**src/rtl/or1k_tile_arb_pkg.sv**
```systemverilog
// Shared types and helpers for the tile Wishbone arbiter and its round-robin picker.
package or1k_tile_arb_pkg;

    typedef enum logic [1:0] {
        IDLE  = 2'd0,
        BUSY  = 2'd1,
        TOERR = 2'd2
    } arb_state_t;

    localparam int DEFAULT_TIMEOUT = 255;

    // Index widths never collapse to zero bits, even for a single master.
    function automatic int clog2_min1(input int n);
        return (n <= 1) ? 1 : $clog2(n);
    endfunction

endpackage

```
**src/rtl/or1k_rr_pick.sv**
```systemverilog
// Combinational round-robin picker: first requester strictly after last_id, wrapping at N.
module or1k_rr_pick
    import or1k_tile_arb_pkg::*;
#(
    parameter int N  = 8,
    parameter int IW = clog2_min1(N)
) (
    input  logic [N-1:0]  req,
    input  logic [IW-1:0] last_id,
    output logic [N-1:0]  onehot,
    output logic [IW-1:0] id,
    output logic          valid
);

    localparam int DN = 2 * N;

    logic [DN-1:0] dbl;
    logic [DN-1:0] masked;

    // Doubling the request vector turns the wrap-around search into a plain
    // lowest-set-bit search above last_id.
    always_comb begin
        dbl    = {req, req};
        masked = dbl & ~((DN'(2) << last_id) - DN'(1));
        id     = '0;
        onehot = '0;
        valid  = |req;
        for (int j = DN - 1; j >= 0; j--) begin
            if (masked[j]) begin
                id = (j >= N) ? IW'(j - N) : IW'(j);
            end
        end
        if (valid) begin
            onehot[id] = 1'b1;
        end
    end

endmodule

```
**src/rtl/or1k_tile_wb_arbiter.sv**
```systemverilog
// Round-robin Wishbone B3 classic arbiter sharing one tile slave port between N masters,
// with a watchdog that terminates stalled accesses with err.
module or1k_tile_wb_arbiter
    import or1k_tile_arb_pkg::*;
#(
    parameter int  N       = 8,
    parameter int  AW      = 32,
    parameter int  DW      = 32,
    parameter int  TIMEOUT = DEFAULT_TIMEOUT,
    localparam int IW      = clog2_min1(N),
    localparam int SW      = DW / 8
) (
    input  logic            wb_clk_i,
    input  logic            wb_rst_i,
    input  logic [N-1:0]    m_cyc_i,
    input  logic [N-1:0]    m_stb_i,
    input  logic [N-1:0]    m_we_i,
    input  logic [N*SW-1:0] m_sel_i,
    input  logic [N*AW-1:0] m_adr_i,
    input  logic [N*DW-1:0] m_dat_i,
    output logic [DW-1:0]   m_dat_o,
    output logic [N-1:0]    m_ack_o,
    output logic [N-1:0]    m_err_o,
    output logic            s_cyc_o,
    output logic            s_stb_o,
    output logic            s_we_o,
    output logic [SW-1:0]   s_sel_o,
    output logic [AW-1:0]   s_adr_o,
    output logic [DW-1:0]   s_dat_o,
    input  logic [DW-1:0]   s_dat_i,
    input  logic            s_ack_i,
    input  logic            s_err_i,
    output logic [N-1:0]    grant_o,
    output logic [IW-1:0]   grant_id_o,
    output arb_state_t      dbg_state
);

    localparam int            CW      = clog2_min1(TIMEOUT + 1);
    localparam logic [CW-1:0] TO_LAST = CW'(TIMEOUT - 1);

    arb_state_t    state;
    logic [N-1:0]  grant;
    logic [IW-1:0] grant_id;
    logic [IW-1:0] last_id;
    logic [CW-1:0] stall_cnt;

    logic [N-1:0]  pick_onehot;
    logic [IW-1:0] pick_id;
    logic          pick_valid;

    logic          g_cyc, g_stb, g_we;
    logic [SW-1:0] g_sel;
    logic [AW-1:0] g_adr;
    logic [DW-1:0] g_dat;
    logic          busy, stalled;

    or1k_rr_pick #(.N(N), .IW(IW)) u_pick (
        .req     (m_cyc_i),
        .last_id (last_id),
        .onehot  (pick_onehot),
        .id      (pick_id),
        .valid   (pick_valid)
    );

    // AND-OR mux keyed by the one-hot grant; an empty grant yields all zeros.
    always_comb begin
        g_cyc = 1'b0;
        g_stb = 1'b0;
        g_we  = 1'b0;
        g_sel = '0;
        g_adr = '0;
        g_dat = '0;
        for (int k = 0; k < N; k++) begin
            if (grant[k]) begin
                g_cyc = g_cyc | m_cyc_i[k];
                g_stb = g_stb | m_stb_i[k];
                g_we  = g_we  | m_we_i[k];
                g_sel = g_sel | m_sel_i[k*SW +: SW];
                g_adr = g_adr | m_adr_i[k*AW +: AW];
                g_dat = g_dat | m_dat_i[k*DW +: DW];
            end
        end
    end

    assign busy    = (state == BUSY);
    assign s_cyc_o = busy & g_cyc;
    assign s_stb_o = busy & g_cyc & g_stb;
    assign s_we_o  = busy & g_we;
    assign s_sel_o = busy ? g_sel : '0;
    assign s_adr_o = busy ? g_adr : '0;
    assign s_dat_o = busy ? g_dat : '0;
    assign m_dat_o = s_dat_i;

    // Slave responses only reach the owner while BUSY, so late acks after release vanish.
    assign m_ack_o = {N{busy & s_ack_i}} & grant;
    assign m_err_o = {N{(busy & s_err_i) | (state == TOERR)}} & grant;

    assign stalled    = s_stb_o & ~s_ack_i & ~s_err_i & (TIMEOUT != 0);
    assign grant_o    = grant;
    assign grant_id_o = grant_id;
    assign dbg_state  = state;

    // wb_rst_i is active-low despite its historical name.
    always_ff @(posedge wb_clk_i or negedge wb_rst_i) begin
        if (!wb_rst_i) begin
            state     <= IDLE;
            grant     <= '0;
            grant_id  <= '0;
            last_id   <= IW'(N - 1);
            stall_cnt <= '0;
        end else begin
            case (state)
                IDLE: begin
                    stall_cnt <= '0;
                    if (pick_valid) begin
                        grant    <= pick_onehot;
                        grant_id <= pick_id;
                        last_id  <= pick_id;
                        state    <= BUSY;
                    end
                end
                BUSY: begin
                    if (!g_cyc) begin
                        state     <= IDLE;
                        grant     <= '0;
                        grant_id  <= '0;
                        stall_cnt <= '0;
                    end else if (stalled) begin
                        if (stall_cnt == TO_LAST) begin
                            state     <= TOERR;
                            stall_cnt <= '0;
                        end else begin
                            stall_cnt <= stall_cnt + CW'(1);
                        end
                    end else begin
                        stall_cnt <= '0;
                    end
                end
                default: begin
                    state    <= IDLE;
                    grant    <= '0;
                    grant_id <= '0;
                end
            endcase
        end
    end

endmodule
```
**config.mk**
```make
export PLATFORM = sky130hd
export DESIGN_NAME = or1k_tile_wb_arbiter
export DESIGN_NICKNAME = d
export VERILOG_FILES = /design/src/rtl/or1k_tile_arb_pkg.sv /design/src/rtl/or1k_rr_pick.sv /design/src/rtl/or1k_tile_wb_arbiter.sv
export SDC_FILE = /design/constraint.sdc
export NUM_CORES = 1
export LEC_CHECK = 0
export BUFFER_PORTS_ARGS = -buffer_cell sky130_fd_sc_hd__buf_4
export CAP_MARGIN = 20
export CORE_AREA = 4 4 286 288
export DETAILED_ROUTE_END_ITERATION = 10
export DIE_AREA = 0 0 290 292
export GPL_ROUTABILITY_DRIVEN = 0
export PLACE_DENSITY = 0.31
export SLEW_MARGIN = 20
export SYNTH_ARGS = -nofsm -noshare
export SYNTH_HDL_FRONTEND = slang
export SYNTH_SLANG_ARGS = --single-unit
```
**constraint.sdc**
```tcl
create_clock -name wb_clk_i -period 2.2 [get_ports wb_clk_i]
set_input_delay 0.55 -clock wb_clk_i [delete_from_list [all_inputs] [get_ports wb_clk_i]]
set_output_delay 0.55 -clock wb_clk_i [all_outputs]
set_load 0.01 [all_outputs]
```
; ---- Word-level counts from Yosys, hierarchy flattened
; Cells that the tools add are included.
[classes]
n_addsub = 2
n_lt_le_gt_ge = 2
n_eq_ne = 7
shifts = 1
n_mux = 84
bitwise = 56
reduce_logical = 7
[ops]
columns = operator, n
row1 = $mux 32, 18
row2 = $or 32x32->32, 14
row3 = $mux 3, 18
row4 = $mux 8, 5
row5 = $mux 4, 9
row6 = $pmux 8 s2, 2
row7 = $or 4x4->4, 7
row8 = $mux 1, 25
row9 = $or 1x1->1, 22
row10 = $and 16x16->16, 1
row11 = $and 8x8->8, 2
row12 = $not 16->16, 1
row13 = $shl 2x3->16 const A, 1
row14 = $sub 16x1->16 const B, 1
row15 = $add 8x1->8 const B, 1
row16 = $eq 8x8->1 const B, 1
row17 = $mux 2, 4
row18 = $reduce_or 8->1, 1
row19 = $and 1x1->1, 7
row20 = $ne 3x2->1 const B, 2
row21 = $pmux 3 s2, 1
row22 = $lt 3x4->1 const B, 1
row23 = $ne 2x2->1 const B, 2
row24 = $pmux 2 s2, 1
row25 = other kinds (10), 12
[word_totals]
reg_bits = 24
inputBits = 604
out_inout_bits = 132

; ---- Longest topological paths before layout
; Gate-level depths: netlist of the first run.
[depth]
ltp_word = 26
ltp_mapped = 7
ltp_nobuf = 7

; ---- Modules after synthesis
; Synthesis of the first run repeated with hierarchy kept, for this count alone.
[hier_totals]
cells_unflattened = 640
area_unflattened_um2 = 4883.4
[modules_own_cells]
columns = mod, instances, cells_per_inst, area_each_um2, seq_area_each_um2
row1 = or1k_tile_wb_arbiter, 1, 576, 4484.3, 604.3
row2 = or1k_rr_pick, 1, 64, 399.1, 0.0

; ---- Least setup slack after synthesis of the first run
; OpenSTA, ideal clock, no wires.
[synth_timing]
kind = register to output
from = reg state[1], in the netlist dbg_state[1]
to = out s_dat_o[21]
arrival_ns = 1.423
t_required_ns = 1.650
setup_slack_ns = 0.227
stages_incl_launch_ff = 6
n_path_buf = 3
path_cell_list = dfrtp_1 -> nand2b_1 -> clkbuf_1 -> clkbuf_1 -> buf_1 -> a41oi_1
[synth_via]
elab_chain_len = 2
[synth_lines]
columns = item, line_no
row1 = from (decl), or1k_tile_wb_arbiter.sv:41  ; arb_state_t state;
row2 = from (signal assigned), or1k_tile_wb_arbiter.sv:106  ; state <= IDLE;
row3 = from (signal assigned), or1k_tile_wb_arbiter.sv:119  ; state <= BUSY;
row4 = from (signal assigned), or1k_tile_wb_arbiter.sv:124  ; state <= IDLE;
row5 = $eq 2x1->1, or1k_tile_wb_arbiter.sv:85  ; assign busy = (state == BUSY);
row6 = $mux 32, or1k_tile_wb_arbiter.sv:91  ; assign s_dat_o = busy ? g_dat : '0;
row7 = to (decl), or1k_tile_wb_arbiter.sv:29  ; output logic [DW-1:0] s_dat_o,
; Every way passes these cells.

; ---- Worst setup path after layout of the first run
[layout_timing]
from = reg grant[5], in the netlist grant_o[5]
to = out s_adr_o[12]
[layout_via]
elab_chain_len = 6
[layout_lines]
columns = item, line_no
row1 = from (decl), or1k_tile_wb_arbiter.sv:42  ; logic [N-1:0] grant;
row2 = from (signal assigned), or1k_tile_wb_arbiter.sv:116  ; grant <= pick_onehot;
row3 = $mux 32 *, or1k_tile_wb_arbiter.sv:74  ; if (grant[k]) begin
row4 = $or 32x32->32, or1k_tile_wb_arbiter.sv:79  ; g_adr = g_adr | m_adr_i[k*AW +: AW];
row5 = $mux 32 *, or1k_tile_wb_arbiter.sv:74
row6 = $or 32x32->32, or1k_tile_wb_arbiter.sv:79
row7 = $mux 32 *, or1k_tile_wb_arbiter.sv:74
row8 = $mux 32 *, or1k_tile_wb_arbiter.sv:90  ; assign s_adr_o = busy ? g_adr : '0;
row9 = to (decl), or1k_tile_wb_arbiter.sv:28  ; output logic [AW-1:0] s_adr_o,
; Every way passes the cells marked *; elsewhere a longest branch is shown, timed or not.

==> flow_summary.json, run 1 <==
{
  "crit_family": "flip-flops",
  "synth-async-reset-ratio_pct": 100,
  "drc_errors": 0,
  "crit_path_end_kind": "output pin",
  "grt_use_met3_pct": 2.79,
  "r2r_cells": 9,
  "area_growth_pct": 183,
  "timing.critical_path.cells": "buf_12 > a22oi_1 > a41oi_2 > buf_4",
  "critical_path_required_ns": 1.65,
  "viasPerCell": 3.89,
  "drv_slew": 0,
  "layout.nets": 1921,
  "fin_crit_sh_pct": 105,
  "cts_tree": "built",
  "place_inst": 2329,
  "ys.flop_type": "dfrtp_1",
  "violations": "negative setup slack",
  "rsz0062_at_grt": "yes",
  "dr_total_vias": 9219,
  "synthSimpleGateAreaFrac_pct": 10.0,
  "dieArea_um2": 84700,
  "cts_buffers": 3,
  "avgSynthCellArea_um2": 7.58,
  "r2r-start": "grant_o[1]",
  "core_area_um2": 78900,
  "cts_root_buffer": "clkbuf_16",
  "final_hold_viol_count": 0,
  "synth_edf_count": 0,
  "startpoint": "grant_o[5]",
  "ir_drop_uv": 371,
  "fin_worst_skew_ns": 0.00445,
  "synthXorXnorAreaFrac_pct": 0.367,
  "cts_buffer_depth": 2,
  "post_drt_wl_per_cell_um": 25.6,
  "setup_ws_ns": -0.113,
  "p_switching_mw": 7.36,
  "switching_share_pct": 51.1,
  "startpoint_type": "flop",
  "dp.final_hpwl_mm": 47.0,
  "grt_pass1_wl_mm": 77.5,
  "ioPinCount": 736,
  "drt_pass1_iterations": 7,
  "p_comb_share_pct": 90.8,
  "worst_pin_slew_ns": 0.681,
  "synth_top_family_by_area": "compound AO/OA/AOI/OAI gates",
  "crit_path_max_incr_delay_ns": 0.54,
  "synth-seq-area-share_pct": 12.7,
  "ys_warn_count": 0,
  "worst-path-buf-inv": 2,
  "cellPowerDensity_nw_per_um2": 1070,
  "synth-compound-area-share_pct": 64.6,
  "synth-adder-area-share_pct": 0.524,
  "max_cap_violations": 0,
  "grt_pass1_vias": 9776,
  "critPathSlowestCell": "dfrtp_4",
  "grtUsageMet2_pct": 22.2,
  "ant_nets": 0,
  "relSlewSlack_pct": 53.9,
  "die_y_um": 292,
  "grt_max_degree": 32,
  "final_util_pct": 17.1,
  "io_buffers": 671,
  "top_usage_layer": "met2",
  "synthMuxAreaShare_pct": 0.210,
  "drive_gt1_share_pct": 78.5,
  "timing.fmax_ghz": 0.432,
  "clock-sinks": 24,
  "period_minus_slack_ns": 2.31,
  "power.share.sequential_pct": 6.0,
  "die_x_um": 290,
  "grt_overflow": 0,
  "synth_nets": 1236,
  "regToRegSetupSlack_ns": 0.15,
  "setup_viol": 51,
  "placed_area_um2": 11500,
  "grt_antenna_before_repair": 5,
  "criticalPathCategory": "flop to output pin",
  "yosysMostFrequentCell": "a22oi_1",
  "cp_max_fo": 22,
  "synthTopCellsByCount": "284 x a22oi_1, 69 x a41oi_1, 65 x clkbuf_1",
  "synth_top_area_share_pct": 44.7,
  "cts_hold_buf": 0,
  "worst_setup_path_endpoint": "s_adr_o[12]",
  "clkLatencyLatePin_ns": 0.26,
  "synth_area_leaders": "a22oi_1 45%, a41oi_1 13%, dfrtp_1 11%, buf_4 5.2%, clkbuf_1 5.1%",
  "final.setup.tns_ns": -2.34,
  "wirelength_mm": 60.7,
  "r2r_end": "stall_cnt[5]",
  "grt_use_met1_pct": 15.3,
  "instances_no_fill": 2368,
  "p_int_mw": 7.05,
  "initial_utilization_pct": 6.05,
  "clock_power_share_pct": 3.1,
  "syn_area_um2": 4770,
  "cts_max_level": 1,
  "postLayoutCellArea_um2": 13500,
  "cts.clk_slew.worst_paths_ns": 0.07,
  "rows": 103,
  "drt_iter0_drc": 491,
  "synthCells": 630,
  "status": "complete, but fails checks",
  "synth_seq_cells": 24,
  "leakagePower_nw": 5.15,
  "synth_area_leader_cell": "a22oi_1",
  "hold_class": "primary input to asynchronous set/reset pin",
  "grtUsageTotal_pct": 12.6,
  "cp.arrival_ns": 1.76,
  "yosysUniqueCellTypes": 52,
  "cp.depth": 4
}
## cell families after synthesis
| kind of cell | after synthesis |
|---|---|
| AOI/OAI and AO/OA | 401 |
| buffers and inverters | 114 |
| and+or+nand+nor | 86 |
| DFF | 24 |
| xor gates and xnor gates | 2 |
| adders and majority gates | 2 |
| muxes | 1 |
## power by group through the flow
stage | registers [mW] | clock network (mW) | logic [mW]
final | 0.867 | 0.452 | 13.1
after global routing | 0.896 | 0.483 | 13.8
after CTS | 0.847 | 0.467 | 12.0
after detailed placement | 0.831 | 0 | 10.6
after global placement | 0.827 | 0 | 10.7
after floorplan | 0.710 | 0 | 4.29
## worst min-delay path by stage
stage,start,endpoint,slack (ns),cells after the start
after global routing,wb_rst_i,stall_cnt[3],0.22,1
after floorplan,wb_rst_i,dbg_state[0],0.25,0
after detailed placement,grant_id_o[2],grant_id_o[2],0.49,2
after global placement,grant_id_o[2],grant_id_o[2],0.48,2
after CTS,wb_rst_i,stall_cnt[3],0.21,1
final,wb_rst_i,stall_cnt[3],0.19,1
## metrics by stage
step	setup WS, ns	power (mW)	hold WS [ns]
after floorplan	0.227	5.00	0.254
after global placement	0.0306	11.5	0.483
after detailed placement	-0.00996	11.4	0.490
after CTS	-0.136	13.3	0.212
after global routing	-0.153	15.2	0.222
final	-0.113	14.4	0.191
## registers in the layout (all words and copies together), names as in the netlist
name,count
stall_cnt,8
grant_o,8
last_id,3
dbg_state,2
grant_id_o,3
## what timing repair did
item,4_1_cts,5_1_grt
resized for setup,137,145
gates cloned,4,6
buffers inserted,20,4
endpoints found under the setup margin,70,71
pin swaps,30,34
## cell usage in the layout, fill, tap and decap left out, drive strengths merged, types with 4 or more instances in the layout
cell	count
nor2	11
a22oi	284
dfrtp	21
diode	4
a32o	6
nor2b	12
nand3	8
clkbuf	9
a41oi	69
inv	5
o21ai	12
nor3	4
o31ai	4
and3	10
nand2b	5
nand2	24
buf	783
a21oi	7
## area by class of cell
class,instances,area [µm²]
Antenna cell,4,10.0
Clock buffer,4,88.8
Fill cell,8959,65300
Inverter,5,18.8
Multi-Input combinational cell,492,4810
Sequential cell,24,636
Tap cell,1050,1310
Timing Repair Buffer,789,6650
## layer usage
layer,wire length (µm),part of all wire [%]
met5,8,0.013
met4,2050,3.4
met3,4520,7.4
met2,29800,49
met1,24400,40
No activity file was read; power rests on OpenSTA's default activity.
==> run 2: changes to the inputs <==
--- a/config.mk
+++ b/config.mk
@@ -7,11 +7,12 @@
 export LEC_CHECK = 0
 export BUFFER_PORTS_ARGS = -buffer_cell sky130_fd_sc_hd__buf_4
 export CAP_MARGIN = 20
-export CORE_AREA = 4 4 286 288
+export CORE_AREA = 2 2 284 286
 export DETAILED_ROUTE_END_ITERATION = 10
-export DIE_AREA = 0 0 290 292
+export DIE_AREA = 0 0 286 288
 export GPL_ROUTABILITY_DRIVEN = 0
 export PLACE_DENSITY = 0.31
+export RECOVER_POWER = 25
 export SLEW_MARGIN = 20
 export SYNTH_ARGS = -nofsm -noshare
 export SYNTH_HDL_FRONTEND = slang
==> constraint.sdc (replaced) <==
create_clock -name wb_clk_i -period 2.2 [get_ports wb_clk_i]
set_input_delay 0.55 -clock wb_clk_i [delete_from_list [all_inputs] [get_ports wb_clk_i]]
set_output_delay 0.55 -clock wb_clk_i [all_outputs]
set_load 0.02 [all_outputs]
==> flow_summary.json, run 2 (synthesis results as in run 1) <==
{
  "max_cap_violations": 1,
  "final_cell_mix": "679 x buf_4, 207 x a22oi_2, 85 x buf_6",
  "startpoint_type": "flop",
  "rows": 104,
  "layout.nets": 1962,
  "io_buffers": 671,
  "viasPerCell": 3.90,
  "wirelength_mm": 67.6,
  "postLayoutCellArea_um2": 14900,
  "core_area_um2": 79600,
  "drc_errors": 0,
  "fill_cells": 8970,
  "cts_root_buffer": "clkbuf_16",
  "criticalPathCategory": "flop to output pin",
  "place_inst": 2347,
  "final_hold_viol_count": 0,
  "worst_pin_slew_ns": 1.65,
  "startpoint": "grant_o[7]",
  "leakagePower_nw": 5.55,
  "final_util_pct": 18.7,
  "placed_area_um2": 11600,
  "crit_path_end_kind": "output pin",
  "r2r-start": "grant_o[4]",
  "timing.fmax_ghz": 0.409,
  "ioPinCount": 736,
  "power.share.sequential_pct": 5.2,
  "setup_viol": 70,
  "status": "complete, but fails checks",
  "layout_commonest_cell": "buf_4",
  "clkLatencyLatePin_ns": 0.27,
  "cp_max_fo": 12,
  "grt_pass1_wl_mm": 84.2,
  "p_switching_mw": 9.38,
  "dp.final_hpwl_mm": 50.5,
  "hold_start": "grant_id_o[0]",
  "drt_iter0_drc": 407,
  "die_y_um": 288,
  "clock_power_share_pct": 2.4,
  "p_int_mw": 8.53,
  "violations": "max-capacitance violations, max-slew violations, negative setup slack",
  "clock-sinks": 24,
  "grtUsageTotal_pct": 14.7,
  "pre_cts_ws_ns": -0.485,
  "fin_worst_skew_ns": 0.00512,
  "drt_pass1_iterations": 5,
  "cts_hold_buf": 0,
  "instances_no_fill": 2418,
  "whs_ns": 0.521,
  "period_minus_slack_ns": 2.45,
  "area_growth_pct": 211,
  "dieArea_um2": 82400,
  "cellPowerDensity_nw_per_um2": 1200,
  "setup_ws_ns": -0.247,
  "cts_tree": "built",
  "ir_drop_uv": 532,
  "fin_crit_sh_pct": 111,
  "die_x_um": 286,
  "initial_utilization_pct": 5.99,
  "p_comb_share_pct": 92.4,
  "drv_slew": 25,
  "cts_max_level": 1,
  "rsz0062_at_grt": "yes",
  "cts.clk_slew.worst_paths_ns": 0.07,
  "cts_buffer_depth": 2,
  "drive_gt1_share_pct": 83.6,
  "grt_max_degree": 31,
  "grt_pass1_vias": 10100,
  "grt_antenna_before_repair": 11,
  "relSlewSlack_pct": -10.1,
  "switching_share_pct": 52.4,
  "post_drt_wl_per_cell_um": 28.0,
  "grt_overflow": 0,
  "dr_total_vias": 9426,
  "critical_path_required_ns": 1.65,
  "cts_buffers": 3,
  "hold_class": "flop to flop",
  "ant_nets": 0,
  "cp.arrival_ns": 1.90
}
-- run 2: power groups by stage --
| stage | clock [mW] | combinational [mW] | sequential, mW |
|---|---|---|---|
| 4_1_cts | 0.457 | 15.4 | 0.925 |
| 6_report | 0.437 | 16.5 | 0.931 |
| 2_1_floorplan | 0 | 5.08 | 0.775 |
| 5_1_grt | 0.472 | 17.4 | 0.970 |
| 3_5_place_dp | 0 | 12.1 | 0.904 |
| 3_3_place_gp | 0 | 12.1 | 0.897 |
-- run 2: final timing paths --
| kind | endpoint | slack (ns) | depth (start not counted) |
|---|---|---|---|
| max in group asynchronous | grant_o[2] | 0.33 | 1 |
| min reg2reg | grant_id_o[0] | 0.52 | 2 |
| min in group asynchronous | stall_cnt[2] | 0.69 | 1 |
| max reg2reg | stall_cnt[5] | 0.04 | 9 |
| max | s_we_o | -0.25 | 4 |
| min | grant_id_o[0] | 0.52 | 2 |
-- run 2: what timing repair did --
action,in CTS,in global routing
setup endpoints to repair,77,91
resized for setup,303,132
cloned,12,8
setup buffers,42,14
pin swaps,87,86
-- run 2: metrics by stage --
stage / total power, mW / setup TNS, ns
after CTS: 16.8 / -10.34
after floorplan: 5.85 / 0
after detailed placement: 13.0 / -2.18
final: 17.9 / -7.75
after global placement: 13.0 / -2.11
after global routing: 18.8 / -11.66
-- run 2: metal layers --
metal	part of all wire, %	up-vias	GRT usage (%)
li1	-	4151	-
met1	41	4655	17.9
met2	49	550	25.8
met3	7.8	60	4.15
met4	1.6	10	2.42
met5	0.095	-	0
-- run 2: layout make-up --
class / instances / area (µm²) / area share [%]
Tap cell: 1060 / 1330 / 8.92
Clock buffer: 4 / 78.8 / 0.530
Antenna cell: 3 / 7.51 / 0.0505
Timing Repair Buffer: 830 / 7500 / 50.4
Multi-Input combinational cell: 492 / 5300 / 35.6
Inverter: 5 / 21.3 / 0.143
Sequential cell: 24 / 634 / 4.27
-- run 2: worst max-delay path: stages, from the launching register on --
cell and delay, ns:
dfrtp_4 0.55, buf_12 0.18, a22oi_2 0.42, a41oi_4 0.25, buf_6 0.21
